**src/rtl/fp_mul_pipe.sv**
```systemverilog
// fp_mul_pipe: three-stage IEEE-754-format floating-point multiplier with a
// valid/ready handshake and a global stall. S1 unpacks and classifies the operands,
// S2 forms the significand product, and S3 normalises, rounds (to nearest even),
// packs the result and raises the exception flags.
// Optional build macro FP_MUL_SUBNORMAL_EN enables gradual underflow. When it is
// undefined, subnormal inputs are read as zero and tiny results flush to zero.
module fp_mul_pipe #(
  parameter int EXP_W = 8,
  parameter int MAN_W = 23
) (
  input  logic                 CLK,
  input  logic                 nRST,
  input  logic                 in_valid,
  output logic                 in_ready,
  input  logic [EXP_W+MAN_W:0] in_a,
  input  logic [EXP_W+MAN_W:0] in_b,
  output logic                 out_valid,
  input  logic                 out_ready,
  output logic [EXP_W+MAN_W:0] out_result,
  output logic                 out_overflow,
  output logic                 out_underflow,
  output logic                 out_inexact,
  output logic                 out_invalid
);

  localparam int W    = 1 + EXP_W + MAN_W;
  localparam int SW   = MAN_W + 1;
  localparam int SW1  = SW + 1;
  localparam int PW   = 2 * SW;
  localparam int XW   = EXP_W + 2;
  localparam int LZW  = $clog2(PW + 1);
  localparam int BIAS = 2 ** (EXP_W - 1) - 1;
  localparam int EMAX = 2 ** EXP_W - 1;
  localparam logic [W-1:0] QNAN = {1'b0, {EXP_W{1'b1}}, 1'b1, {(MAN_W-1){1'b0}}};

  typedef struct packed {
    logic             nan;
    logic             snan;
    logic             inf;
    logic             zero;
    logic [EXP_W-1:0] exp;
    logic [SW-1:0]    sig;
  } op_t;

  function automatic op_t unpack(input logic [W-1:0] x);
    op_t o;
    logic [EXP_W-1:0] e;
    logic [MAN_W-1:0] f;
    e      = x[W-2 -: EXP_W];
    f      = x[MAN_W-1:0];
    o.nan  = (&e) && (|f);
    o.snan = (&e) && (|f) && !f[MAN_W-1];
    o.inf  = (&e) && !(|f);
`ifdef FP_MUL_SUBNORMAL_EN
    // Subnormals carry a leading 0 and behave as if the exponent were 1
    o.zero = (e == '0) && !(|f);
    o.sig  = {(e != '0), f};
    o.exp  = (e == '0) ? EXP_W'(1) : e;
`else
    o.zero = (e == '0);
    o.sig  = {1'b1, f};
    o.exp  = e;
`endif
    return o;
  endfunction

  function automatic logic [SW:0] round_rne(input logic [SW-1:0] kept,
                                            input logic g, input logic r, input logic s);
    return {1'b0, kept} + SW1'(g & (r | s | kept[0]));
  endfunction

  function automatic logic [W-1:0] sat_inf(input logic s);
    return {s, {EXP_W{1'b1}}, {MAN_W{1'b0}}};
  endfunction

  logic advance;

  logic                 vld_p0, vld_p1, vld_p2;
  logic                 sign_p0, sign_p1;
  logic signed [XW-1:0] exp_p0, exp_p1;
  logic [SW-1:0]        siga_p0, sigb_p0;
  logic [PW-1:0]        prod_p1;
  logic                 sp_p0, sp_p1;
  logic [W-1:0]         sp_res_p0, sp_res_p1;
  logic                 sp_inv_p0, sp_inv_p1;
  logic [W-1:0]         res_p2;
  logic                 ov_p2, un_p2, ix_p2, iv_p2;

  op_t                  ua, ub;
  logic                 s1_sign, s1_sp, s1_sp_inv;
  logic signed [XW-1:0] s1_exp;
  logic [W-1:0]         s1_sp_res;

  logic [LZW-1:0]       s3_lz;
  logic [PW-1:0]        s3_norm, s3_shv;
  int                   s3_er, s3_ef;
  logic                 s3_tiny, s3_lost, s3_g, s3_rb, s3_st, s3_inx;
  logic [SW-1:0]        s3_kept;
  logic [SW:0]          s3_kr;
  logic [MAN_W-1:0]     s3_frac;
  logic [W-1:0]         s3_res;
  logic                 s3_ov, s3_un, s3_ix, s3_iv;

  // Global stall: every stage moves only when the output slot is free or draining
  always_comb advance = !vld_p2 || out_ready;

  assign in_ready      = advance;
  assign out_valid     = vld_p2;
  assign out_result    = res_p2;
  assign out_overflow  = ov_p2;
  assign out_underflow = un_p2;
  assign out_inexact   = ix_p2;
  assign out_invalid   = iv_p2;

  // S1 combinational: classify operands, result sign, exponent sum, special result
  always_comb begin
    ua        = unpack(in_a);
    ub        = unpack(in_b);
    s1_sign   = in_a[W-1] ^ in_b[W-1];
    s1_exp    = $signed({2'b00, ua.exp}) + $signed({2'b00, ub.exp}) - $signed(XW'(BIAS));
    s1_sp     = ua.nan | ua.inf | ua.zero | ub.nan | ub.inf | ub.zero;
    s1_sp_inv = 1'b0;
    s1_sp_res = {s1_sign, {(W-1){1'b0}}};
    if (ua.nan || ub.nan) begin
      s1_sp_res = QNAN;
      s1_sp_inv = ua.snan | ub.snan;
    end else if ((ua.inf && ub.zero) || (ub.inf && ua.zero)) begin
      s1_sp_res = QNAN;
      s1_sp_inv = 1'b1;
    end else if (ua.inf || ub.inf) begin
      s1_sp_res = sat_inf(s1_sign);
    end
  end

  // S3 combinational: normalise, denormalise if tiny, round, pack and flag
  always_comb begin
    s3_lz = LZW'(PW);
    for (int i = 0; i < PW; i++) begin
      if (prod_p1[i]) s3_lz = LZW'(PW - 1 - i);
    end
    s3_norm = prod_p1 << s3_lz;
    s3_er   = int'(exp_p1) + 1 - int'(s3_lz);
    s3_tiny = (s3_er < 1);
    s3_shv  = s3_norm;
    s3_lost = 1'b0;
`ifdef FP_MUL_SUBNORMAL_EN
    if (s3_tiny) begin
      if (1 - s3_er >= MAN_W + 2) begin
        s3_shv  = '0;
        s3_lost = |s3_norm;
      end else begin
        s3_shv  = s3_norm >> (1 - s3_er);
        s3_lost = |(s3_norm << (PW - (1 - s3_er)));
      end
    end
`endif
    s3_kept = s3_shv[PW-1 -: SW];
    s3_g    = s3_shv[MAN_W];
    s3_rb   = s3_shv[MAN_W-1];
    s3_st   = (|s3_shv[MAN_W-2:0]) | s3_lost;
    s3_inx  = s3_g | s3_rb | s3_st;
    s3_kr   = round_rne(s3_kept, s3_g, s3_rb, s3_st);
    s3_frac = s3_kr[MAN_W-1:0];
    s3_ef   = s3_er;
    if (s3_kr[SW]) begin
      s3_frac = s3_kr[MAN_W:1];
      s3_ef   = s3_er + 1;
    end
    s3_res = {sign_p1, EXP_W'(s3_ef), s3_frac};
    s3_ov  = 1'b0;
    s3_un  = 1'b0;
    s3_ix  = s3_inx;
    s3_iv  = 1'b0;
    if (sp_p1) begin
      s3_res = sp_res_p1;
      s3_ix  = 1'b0;
      s3_iv  = sp_inv_p1;
    end else if (s3_tiny) begin
`ifdef FP_MUL_SUBNORMAL_EN
      // A rounding carry into the implicit bit lands on the smallest normal exponent
      s3_res = {sign_p1, EXP_W'(s3_kr[MAN_W]), s3_kr[MAN_W-1:0]};
      s3_un  = s3_inx;
`else
      s3_res = {sign_p1, {(W-1){1'b0}}};
      s3_un  = 1'b1;
      s3_ix  = 1'b1;
`endif
    end else if (s3_ef >= EMAX) begin
      s3_res = sat_inf(sign_p1);
      s3_ov  = 1'b1;
      s3_ix  = 1'b1;
    end
  end

  // Stage valid bits: cleared asynchronously, shifted together on advance
  always_ff @(posedge CLK or negedge nRST) begin
    if (!nRST) begin
      vld_p0 <= 1'b0;
      vld_p1 <= 1'b0;
    end else if (advance) begin
      vld_p0 <= in_valid;
      vld_p1 <= vld_p0;
    end
  end

  // S1/S2 datapath registers, held during a stall
  always_ff @(posedge CLK) begin
    if (advance) begin
      // S1 boundary: unpacked operands
      sign_p0   <= s1_sign;
      exp_p0    <= s1_exp;
      siga_p0   <= ua.sig;
      sigb_p0   <= ub.sig;
      sp_p0     <= s1_sp;
      sp_res_p0 <= s1_sp_res;
      sp_inv_p0 <= s1_sp_inv;
      // S2 boundary: significand product
      sign_p1   <= sign_p0;
      exp_p1    <= exp_p0;
      prod_p1   <= PW'(siga_p0) * PW'(sigb_p0);
      sp_p1     <= sp_p0;
      sp_res_p1 <= sp_res_p0;
      sp_inv_p1 <= sp_inv_p0;
    end
  end

  // S3 boundary: output slot, cleared by reset and held while stalled
  always_ff @(posedge CLK or negedge nRST) begin
    if (!nRST) begin
      vld_p2 <= 1'b0;
      res_p2 <= '0;
      ov_p2  <= 1'b0;
      un_p2  <= 1'b0;
      ix_p2  <= 1'b0;
      iv_p2  <= 1'b0;
    end else if (advance) begin
      vld_p2 <= vld_p1;
      res_p2 <= s3_res;
      ov_p2  <= s3_ov;
      un_p2  <= s3_un;
      ix_p2  <= s3_ix;
      iv_p2  <= s3_iv;
    end
  end

endmodule

```
**config.mk**
```make
export PLATFORM = sky130hd
export DESIGN_NAME = fp_mul_pipe
export DESIGN_NICKNAME = d
export VERILOG_FILES = /design/src/rtl/fp_mul_pipe.sv
export SDC_FILE = /design/constraint.sdc
export NUM_CORES = 2
export LEC_CHECK = 0
export CAP_MARGIN = 20
export CELL_PAD_IN_SITES_DETAIL_PLACEMENT = 0
export CELL_PAD_IN_SITES_GLOBAL_PLACEMENT = 1
export CORE_MARGIN = 10
export CORE_UTILIZATION = 55
export CTS_CLUSTER_SIZE = 16
export DETAILED_ROUTE_END_ITERATION = 10
export GPL_TIMING_DRIVEN = 1
export PLACE_DENSITY_LB_ADDON = 0.1
export SLEW_MARGIN = 40
export SYNTH_ARGS = -nofsm -noshare
export SYNTH_HDL_FRONTEND = slang
export SYNTH_SLANG_ARGS = --single-unit
```
**constraint.sdc**
```tcl
create_clock -name CLK -period 14.6 [get_ports CLK]
set_clock_uncertainty 0.05 [all_clocks]
set_input_delay 2.19 -clock CLK [delete_from_list [all_inputs] [get_ports CLK]]
set_output_delay 2.19 -clock CLK [all_outputs]
set_load 0.01 [all_outputs]
```
# Word-level counts from Yosys, hierarchy flattened
# Index checks and enable logic that the tools add are counted.
# word_totals
reg_bits,223
latchBits,0
ram_bits,0
romBits,0
inputBits,68
output_inout_bits,38
mem_count,0
# op_classes
n_addsub,6
n_mul,1
div,0
magnitude_cmp,2
eq_ne,0
shift,1
muxes,65
bitwise_logic,12
reduce_logical,25
# ops
cell,n
2-to-1 mux 6 bit,47
2-to-1 mux 31 bit,3
2-to-1 mux 32 bit,2
multiplier 24 x 24 -> 48 bit,1
left shift 48 x 6 -> 48 bit,1
OR reduction 23 bit,2
"greater-or-equal comparator 32 x 9 -> 1 bit, second input constant",1
adder 24 x 1 -> 25 bit,1
2-to-1 mux 23 bit,1
OR reduction 22 bit,1
logical NOT 8 bit,2
AND reduction 8 bit,2
"adder 12 x 2 -> 13 bit, second input constant",1
"less-than comparator 12 x 2 -> 1 bit, second input constant",1
subtractor 11 x 7 -> 12 bit,1
"adder 10 x 2 -> 11 bit, second input constant",1
2-to-1 mux 1 bit,11
OR 1 bit,10
"subtractor 9 x 7 -> 10 bit, second input constant",1
adder 8 x 8 -> 9 bit,1
logical AND 1 bit,8
logical NOT 1 bit,5
2-to-1 mux 5 bit,1
logical OR 1 bit,4
3 further kinds,3

# Longest topological paths before layout
# depth
depth_word,59
mapped_depth,31
mapped_depth_nobuf,30

# Worst setup path before layout
# OpenSTA, ideal clock, no wires.
# synth_path
path_type,input to output
startpoint,in out_ready
endpoint,out in_ready
arrival_time_ns,5.153
required_time_ns,12.360
path_slack_ns,7.207
path_stages,3
path_buffers,1
path_cell_list,nor2b_1 -> clkbuf_1 -> clkinv_1
# synth_via
elab_chain_len,1
# synth_lines
element,line,rtl
"start, declared",18,"input logic out_ready,"
logical OR 1 bit,105,always_comb advance = !vld_p2 || out_ready;
"end, declared",14,"output logic in_ready,"
# No other way between the ends.

# Worst setup path after layout
# layout_path
startpoint,reg sigb_p0[3]
endpoint,"reg prod_p1[44], data pin"
# layout_via
elab_chain_len,1
# layout_lines
element,line,rtl
"start, declared",81,"logic [SW-1:0] siga_p0, sigb_p0;"
"start signal, assigned",213,sigb_p0 <= ub.sig;
multiplier 24 x 24 -> 48 bit,220,prod_p1 <= PW'(siga_p0) * PW'(sigb_p0);
"end signal, assigned",220,
"end, declared",82,logic [PW-1:0] prod_p1;
# No other way between the ends.
# A chain may end at the register's enable or synchronous reset.

==> impl_results.md <==
- TritonCTS clock tree: done
- Synth area leaders: fa_1 33%, edfxtp_1 13%, ha_1 8.7%, inv_1 7.3%, nand2_1 5.3%
- Hold/Removal Path Class: flop to flop
- Final Max Slew Viols: 0
- Post-synth ARST share: a little under a quarter
- Delay-heaviest family, CP: adder cells
- Fmax: around 120 MHz
- Xor/xnor share of the synthesized area: ~2.4%
- Area Overhead vs Synth: 8.29%
- CP endpoint kind: flop
- CTS Buffer Depth: 2
- Net Count, Synth: between 3000 and 4000
- Crit Path Category: flop to flop
- Routed vias/inst: around 6
- CP bufs+invs: 4
- Startpoint types: flop
- Final nets: slightly below 4000
- Worst-Margin Slew: approximately 0.97 ns
- Die area: 63700 µm²
- Hold Vio Cnt, Final: 0
- CP Max Fanout: 15
- Worst path most repeated cell: fa_1
- Fillers: roughly 4700
- Adder-cell share of the synthesized area: 41.3%
- Largest stage delay, worst path: roughly 0.75 ns
- CTS Buf Count: 17
- Yosys cell types: roughly 110
- Via Count: 23700
- Post-route minimum period: 8.27 ns
- Initial DRT Pass Iterations: 6
- Placed wire-length estimate: ~75 mm
- Seq cells post-synth: between 150 and 200
- Cell Rows: between 80 and 90
- Avg Cell Area, Syn: roughly 9.4 µm²
- Synth Area in Compound Gates: between 10% and 20%
- PortBufs: between 100 and 150
- Fraction of synthesized area in multiplexers: under 10%
- Cts hold-fix bufs: 0
- Ys flop type: edfxtp_1
- Seq/Total Area, Yosys: 16.0%
- Largest area contributor in the netlist: fa_1
- DRC violations left: 0
- Mapped Area: 29700 µm²
- Antenna viol nets, final: 0
- Post-Route WL: about 96 mm
- Yosys Warn Count: 0
- Area occupied by multi-input gates: 22100 µm²
- Vias in the first global route: between 20000 and 30000
- Worst Path Arrival: roughly 8.5 ns
- Post-synthesis simple-gate area fraction: 16.6%
- Setup WS pre-CTS: between 6 and 7 ns
- IO Count: about 110
- Initial antenna violation count: 1
- Core Box Area: about 54000 µm²
- Data required, critical path: 14.88 ns
- Overall routing resource usage: just over 30%
- Root Driver: clkbuf_16
- First-pass GRT wire length: about 150 mm
- Worst-skew pair later-pin latency: 0.50 ns
- GP Congestion: a little over 0.9
- CTS H-tree lvls: 4
- Die W: about 250 µm
- Largest net degree at the start of global routing: 73
- Slowest CP cell: edfxtp_1
- Synth Instances: about 3200
- Register area: between 4000 and 5000 µm²
- Most common cell after layout, fill and taps aside: inv_1
- Avg WL per Cell: around 24 µm
- Die height: 252 µm
- Final setup viols: 0
- # Post-CTS Setup Buffers: 0
- Commonest cells after routing, fill and taps aside: 574 x inv_1, 484 x fa_1, 420 x nand2_1, 233 x and2_1, 206 x ha_1
- Setup TNS: 0 ns
- Post-route clock period utilization: between 50% and 60%
- RSZ-0062 raised after global routing: no
- Initial DRC count: just over 2000
- Post-CTS sizing: 0
- GR Overflow Total: 0
- Largest family of logic cells by synthesized area: adder cells
- Status: finished, final reports clean
- Layout cell share with drive strength beyond 1: approximately 5.9%
- Worst-path clk slew: about 0.080 ns
- Reported max-cap violation count: 0
- Post-synth top area share: roughly 33%
- Num Clock Sinks: ~170
- Slew margin rel.: between 30% and 40%
- Setup WS post-layout: between 6 and 7 ns
- EDFF count, synth: 126
- Starting density of the core: around 55%
[area by class of cell]
class / count / share of cell area (%)
Multi-Input combinational cell: 2278 / 68.8
Sequential cell: 165 / 14.8
Tap cell: 696 / 2.71
Inverter: 578 / 6.77
Antenna cell: 3 / 0.0233
Clock inverter: 14 / 0.467
Clock buffer: 18 / 1.40
Timing Repair Buffer: 169 / 5.02
[sequential cells by signal (all words and copies together), names as in the netlist, 3 cells and up]
name        count
exp_p0         10
exp_p1         10
out_result     32
prod_p1        48
siga_p0        23
sigb_p0        23
sp_res_p0       3
sp_res_p1       3
[final timing paths]
kind                       slack, ns  depth (start not counted)                          to            startpoint
max                             6.33                         26       prod_p1[44]$_DFFE_PP_  sigb_p0[3]$_DFFE_PP_
min                             0.36                          0         exp_p1[0]$_DFFE_PP_   exp_p0[0]$_DFFE_PP_
max reg2reg                     6.33                         26       prod_p1[44]$_DFFE_PP_  sigb_p0[3]$_DFFE_PP_
min reg2reg                     0.36                          0         exp_p1[0]$_DFFE_PP_   exp_p0[0]$_DFFE_PP_
max in group asynchronous      12.57                          1  out_result[31]$_DFFE_PN0P_                  nRST
min in group asynchronous       1.60                          1   out_result[6]$_DFFE_PN0P_                  nRST
[Yosys cell counts (9+ instances only)]
library cell	number
inv_1	574
fa_1	484
nand2_1	420
and2_1	233
ha_1	206
edfxtp_1	126
clkbuf_1	114
nor2_1	95
a21oi_1	78
mux2i_1	69
o21ai_0	61
xnor2_1	57
nor3_1	46
nand3_1	45
dfrtp_1	39
nor4_1	32
o211ai_1	32
mux2_2	31
a21o_1	29
xor2_1	23
buf_2	19
o22ai_1	18
a22o_1	17
o21bai_1	16
and3_1	15
nand2b_1	15
nand4_1	15
o21a_1	15
or4_1	14
a211oi_1	13
a32o_1	13
nor2b_1	13
a31oi_1	11
o31ai_1	9
[kinds of logic (layout without fill, tap and decap cells)]
kind of cell	Yosys count	in the layout
simple gates	985	985
buf+inv	732	779
fa+ha+maj	690	690
compound gates	414	414
flops	165	165
mux	109	109
xor+xnor	80	80
other cells	0	3
[metal layers]
| metal | routed length, µm | GRT usage [%] | part of all wire (%) |
|---|---|---|---|
| met1 | 38200 | 38.3 | 40 |
| met2 | 44700 | 50.8 | 47 |
| met3 | 6820 | 5.67 | 7.1 |
| met4 | 6250 | 18.3 | 6.5 |
| met5 | 0 | 0 | 0 |
[stage by stage]
step	area, µm²	hold slack [ns]	cells	utilization [%]
5_1_grt	32200	0.381	3918	60.0
4_1_cts	32100	0.365	3917	60.0
2_1_floorplan	29700	0.350	3175	-
6_report	32200	0.361	3921	60.0
3_5_place_dp	31500	0.355	3885	58.8
3_3_place_gp	31300	0.353	3868	58.4
Power is not shown: default switching activity piles up to over one toggle a cycle in this logic, so the estimate is an artifact.
